**src/rtl/stream_pkg.sv**
```systemverilog
// Shared helpers for the stream width upsizer: lane-counter sizing and keep-mask generation.
package stream_pkg;

  localparam int MAX_RATIO = 16;

  // Counter width; a degenerate RATIO still yields a 1-bit counter so elaboration reaches the range check.
  function automatic int cnt_width(input int ratio);
    return (ratio < 2) ? 1 : $clog2(ratio);
  endfunction

  function automatic logic [MAX_RATIO-1:0] keep_mask(input int count, input int ratio);
    logic [MAX_RATIO-1:0] m;
    m = '0;
    for (int i = 0; i < MAX_RATIO; i++) begin
      if (i <= count && i < ratio) m[i] = 1'b1;
    end
    return m;
  endfunction

endpackage

```
**src/rtl/stream_packer.sv**
```systemverilog
// Packs RATIO WIDTH-bit beats into one word with keep mask; s_last flushes early. Latency 1 cycle.
// Backpressure: s_ready = !m_valid || m_ready; output register holds stable while stalled.
module stream_packer
  import stream_pkg::*;
#(
  parameter int WIDTH = 8,
  parameter int RATIO = 4
) (
  input  logic                     clk,
  input  logic                     rstn,
  input  logic                     s_valid,
  output logic                     s_ready,
  input  logic [WIDTH-1:0]         s_data,
  input  logic                     s_last,
  output logic                     m_valid,
  input  logic                     m_ready,
  output logic [WIDTH*RATIO-1:0]   m_data,
  output logic [RATIO-1:0]         m_keep,
  output logic                     m_last
);

  generate
    if (RATIO < 2 || RATIO > MAX_RATIO) begin : g_bad_ratio
      $error("stream_packer: RATIO must be in 2..16");
    end
  endgenerate

  localparam int            CW       = cnt_width(RATIO);
  localparam logic [CW-1:0] CNT_LAST = CW'(RATIO - 1);

  logic [CW-1:0]          cnt;
  logic [WIDTH*RATIO-1:0] acc;
  logic [WIDTH*RATIO-1:0] word;
  logic [RATIO-1:0]       keep_nxt;
  logic                   accept;
  logic                   complete;

  assign s_ready  = !m_valid || m_ready;
  assign accept   = s_valid && s_ready;
  assign complete = accept && (s_last || cnt == CNT_LAST);

  // Lanes above cnt are already zero because the accumulator is cleared on every completed word.
  always_comb begin
    word = acc;
    word[int'(cnt)*WIDTH +: WIDTH] = s_data;
    keep_nxt = RATIO'(keep_mask(int'(cnt), RATIO));
  end

  always_ff @(posedge clk or negedge rstn) begin
    if (!rstn) begin
      cnt     <= '0;
      acc     <= '0;
      m_valid <= 1'b0;
      m_data  <= '0;
      m_keep  <= '0;
      m_last  <= 1'b0;
    end else begin
      if (m_valid && m_ready) m_valid <= 1'b0;
      if (complete) begin
        m_data  <= word;
        m_keep  <= keep_nxt;
        m_last  <= s_last;
        m_valid <= 1'b1;
        acc     <= '0;
        cnt     <= '0;
      end else if (accept) begin
        acc <= word;
        cnt <= cnt + 1'b1;
      end
    end
  end

endmodule

```
**config.mk**
```make
export PLATFORM = sky130hd
export DESIGN_NAME = stream_packer
export DESIGN_NICKNAME = d
export VERILOG_FILES = /design/src/rtl/stream_pkg.sv /design/src/rtl/stream_packer.sv
export SDC_FILE = /design/constraint.sdc
export NUM_CORES = 1
export LEC_CHECK = 0
export ABC_AREA = 1
export BUFFER_PORTS_ARGS = -buffer_cell sky130_fd_sc_hd__buf_4
export CAP_MARGIN = 20
export CORE_UTILIZATION = 40
export DETAILED_ROUTE_END_ITERATION = 6
export SYNTH_ARGS = -nofsm -noshare
export SYNTH_HDL_FRONTEND = slang
export SYNTH_SLANG_ARGS = --single-unit
```
**constraint.sdc**
```tcl
create_clock -name clk -period 1.8 [get_ports clk]
set_input_delay 0.18 -clock clk [delete_from_list [all_inputs] [get_ports clk]]
set_output_delay 0.18 -clock clk [all_outputs]
set_load 0.05 [all_outputs]
```
# Word level (Yosys, flattened, before mapping)
# Cells that the tools add are included.
# word_totals
inputBits	13
register_bits	72
elab_cells	32
# op_classes
n_mux	10
order_cmp	3
shifts	2
n_reduce_logical	8
n_eq_ne	1
add_sub_neg	2
# ops
operator	count
two-way mux 32 bit	2
negator 5 -> 33 bit	1
variable shift 8 x 33 -> 32 bit (first input constant)	1
indexed part select 8 x 33 -> 32 bit	1
bitwise mux 32 bit	1
two-way mux 1 bit	5
less-or-equal comparator 2 bit (first input constant)	2
two-way mux 2 bit	2
nonzero test 2 bit	2
logical AND 1 bit	3
adder 2 x 1 -> 2 bit (second input constant)	1
equality test 2 bit (second input constant)	1
less-or-equal comparator 1 x 2 -> 1 bit (first input constant)	1
logical OR 1 bit	2
zero test 1 bit	1

# Logic depth before layout (Yosys ltp)
# depth
word_depth	5
mapped_depth	11
depth_no_buf	9

# Worst setup path before layout
# OpenSTA, ideal clock, no wires.
# synth_path
path_kind	flip-flop to flip-flop
from	reg cnt[0]
to	reg m_data[31]
setup_slack_ps	161
path_stages_with_launch	11
path_buffers	1
arrival_ps	1573
synth_period_minus_slack_ps	1639
cell_sequence	dfrtp_1 inv_2 buf_6 ha_1 inv_1 nand2_1 nor2_4 nand2_1 nand2_1 nand2_1 nand2_1
# synth_via
elab_chain_cells	3
# synth_rtl
element	line	rtl
start: declaration	stream_packer.sv:31	logic [CW-1:0] cnt;
start signal: assignment	stream_packer.sv:68	cnt <= cnt + 1'b1;
negator 5 -> 33 bit / equality test 2 bit (equally long branches)	stream_packer.sv:45, stream_packer.sv:40	
indexed part select 8 x 33 -> 32 bit, or another cell as far along	stream_packer.sv:45	word[int'(cnt)*WIDTH +: WIDTH] = s_data;
bitwise mux 32 bit / logical AND 1 bit (equally long branches)	stream_packer.sv:45, stream_packer.sv:40	
end signal: assignment	stream_packer.sv:60	m_data <= word;
end: declaration	stream_packer.sv:17	output logic [WIDTH*RATIO-1:0] m_data,
# Parallel ways exist; a longest one is shown, timed or not.
# A chain may end at the register's enable or synchronous reset.

# Final worst setup path
# layout_path
from	reg cnt[1]
to	reg m_data[6]
# Same word-level chain as after synthesis.

==> results.py <==
metrics = {
    "worst_setup_path": {
        "crit_path_max_incr_delay_ns": 0.45,
        "critPathSlowestCell": "dfrtp_2",
        "critPathArrivalTime_ns": 1.92,
        "cpMostUsedCell": "nand2_1",
        "critPathKind": "reg2reg",
        "critPathMaxFanout": 8,
        "endpoint_kind": "flop",
        "required_ns": 2.08,
        "crit_chain": "inv_1 > ha_1 > nor2_2 > nand4_1 > nand2_1 > nand2_1 > nand2_1",
        "worstSetupStartpointType": "flop",
    },
    "yosys": {
        "synth_top_area_share_pct": 51.6,
        "syn_inst": 455,
        "yosysTopAreaCell": "dfrtp_1",
        "ys_types": 21,
        "yosysWarnings": 0,
        "synth_edf_count": 0,
        "synth_common_cells": "nand2_1 (289), dfrtp_1 (72), nor2_1 (15), inv_1 (13)",
        "synthTopCellsByArea": "dfrtp_1 (52%), nand2_1 (31%), ha_1 (2.5%)",
        "ys_async_sr_fraction_pct": 100,
        "syn-num-nets": 475,
        "synth_area_mm2": 0.00349,
        "avgSynthCellArea_um2": 7.68,
        "yosysMostFrequentCell": "nand2_1",
        "synthFlopType": "dfrtp_1",
        "seq_area_frac_synth_pct": 51.6,
        "ys_ff_latch": 72,
    },
    "clock_network": {
        "root_buffer": "clkbuf_8",
        "clock_latency_ns": 0.35,
        "h-tree-depth": 3,
        "numCtsBuffers": 9,
        "cts_setup_buffers": 0,
        "clock_path_buffers": 2,
        "clock-sinks": 72,
        "cts_tree": "yes",
        "cts.clk_slew.worst_paths_ns": 0.07,
    },
    "floorplanning": {
        "die_h_um": 95.5,
        "rows": 33,
        "core_area_mm2": 0.00834,
        "dieArea_mm2": 0.00911,
        "ios": 52,
        "start_util_pct": 41.9,
        "die_w_um": 95.5,
    },
    "cells_and_area": {
        "area_growth_pct": 19.4,
        "fin_nets": 533,
        "finalNonFillerCells": 623,
        "layout-drive-gt1-share_pct": 18.9,
        "num_antenna_cells": 0,
        "fin_util_pct": 50.0,
    },
    "routing": {
        "vias": 2939,
        "routed_wl_um": 8140,
        "drc": 0,
        "ant_nets": 0,
        "drtIter0Drc": 123,
        "wl_per_cell_um": 13.1,
        "via_per_inst": 4.72,
        "first_pass_iters": 4,
    },
    "placement": {
        "dp_hpwl_um": 5680,
        "dp_cells": 606,
        "gp_congestion": 0.923,
        "numPortBuffers": 51,
        "pre_cts_ws_ns": 0.122,
    },
    "timing": {
        "clock_skew_ns": 0.00880,
        "max_freq_mhz": 613,
        "tightest_slew_ns": 0.408,
        "min_period_over_period_pct": 90.6,
        "fin_crit_ns": 1.63,
        "rsz0062_at_grt": "false",
        "whs_ns": 0.113,
        "slew_headroom_pct": 72.8,
        "fin_setup_tns_ns": 0,
        "hold_viol_final": 0,
        "setup_violations": 0,
        "report.final.slew_viol_count": 0,
        "timing.final.ws_setup_ns": 0.169,
    },
    "grt": {
        "overflow": 0,
        "grt_pass1_wl_um": 13600,
        "grt_usage_pct": 19.8,
        "antenna_found_initial": 0,
        "grt_max_degree": 43,
        "first_global_vias": 2806,
    },
    "power": {
        "leakage_nw": 2.44,
        "ir_drop_mv": 0.774,
        "power_density_mw_per_mm2": 1010,
    },
    "job": {
        "max_cap_violations": 0,
    },
    "run_status": {
        "status": "completed",
    },
    "min_path": {
        "hold_class": "in2reg",
    },
}
==> worst max-delay path: cells and delay by family, from the launching register on <==
family	cells	cell delay (ns)
AND/OR/NAND/NOR	5	0.70
flip-flops	1	0.45
buffers and inverters	1	0.14
adder cells (fa/ha/maj)	1	0.30
==> final cells by class <==
cell class / instances / area (um2)
Timing Repair Buffer: 64 / 520
Inverter: 20 / 77.6
Multi-Input combinational cell: 346 / 1480
Sequential cell: 72 / 1800
Clock buffer: 12 / 145
Fill cell: 841 / 4170
Tap cell: 105 / 131
Clock inverter: 4 / 20.0
==> worst paths after layout <==
check                                            start                     end  slack [ns]  cells past startpoint
worst max-delay path                cnt[1]$_DFFE_PN0P_   m_data[6]$_DFFE_PN0P_        0.17                      7
max in group asynchronous                         rstn      cnt[1]$_DFFE_PN0P_        0.94                      3
min in group asynchronous                         rstn      acc[0]$_DFFE_PN0P_        0.31                      2
worst max register to register      cnt[1]$_DFFE_PN0P_   m_data[6]$_DFFE_PN0P_        0.17                      7
worst min-delay path                           m_ready     m_valid$_DFFE_PN0P_        0.11                      4
worst min register to register  m_data[19]$_DFFE_PN0P_  m_data[19]$_DFFE_PN0P_        0.48                      2
==> power breakdown <==
group	leakage [nW]	internal (mW)	switching [mW]	total (mW)
sequential	0.987	1.74	0.0742	1.81
clock	0.0899	0.529	0.573	1.10
combinational	1.37	0.363	0.916	1.28
total	2.44	2.63	1.56	4.20
==> through the flow <==
| stage | power, mW | cell area (um2) |
|---|---|---|
| 3_3_place_gp | 3.10 | 3990 |
| 4_1_cts | 4.24 | 4170 |
| 3_5_place_dp | 3.12 | 3990 |
| 6_report | 4.20 | 4170 |
| 2_1_floorplan | 2.72 | 3490 |
| 5_1_grt | 4.45 | 4170 |
==> cells in the final DEF (no fill, tap or decap) <==
master	synthesis	final
a21oi_4	1	1
buf_12	0	3
buf_4	5	60
clkbuf_1	0	2
clkbuf_8	0	10
clkinv_1	1	1
clkinv_2	0	4
dfrtp_1	72	71
dfrtp_2	0	1
dlygate4sd3_1	0	1
ha_1	7	7
inv_1	13	12
inv_2	6	6
inv_4	0	1
nand2_1	289	289
nand2_2	2	2
nand2_4	2	2
nand3_1	8	8
nand4_1	8	8
nor2_1	15	15
nor2_2	2	2
nor2_4	5	5
o21ai_0	2	2
o21ai_1	4	4
or2_2	1	1
==> registers in the layout, summed over array words and instances, names as in the netlist <==
name	cells
acc	32
cnt	2
m_data	32
m_keep	4
m_last	1
m_valid	1
==> layer usage <==
layer / routed length, um / up-vias / global-route usage [%]
li1: - / 1496 / -
met1: 3950 / 1372 / 27.2
met2: 3720 / 61 / 30.6
met3: 355 / 10 / 3.83
met4: 114 / 0 / 7.84
met5: 0 / - / 0
==> cell families (layout without fill, tap and decap cells) <==
logic type      after synthesis  in the layout  share of synthesized area, %
simple gates                332            332                          38.4
buf+inv                      37            100                          6.20
fa+ha+maj                     7              7                          2.51
flops                        72             72                          51.6
compound gates                7              7                          1.33
==> timing repair <==
item	CTS	global route
resized for setup	0	3
hold endpoints to repair	30	0
setup endpoints to repair	0	17
hold buffers	1	0
(Power assumes the default switching activity.)
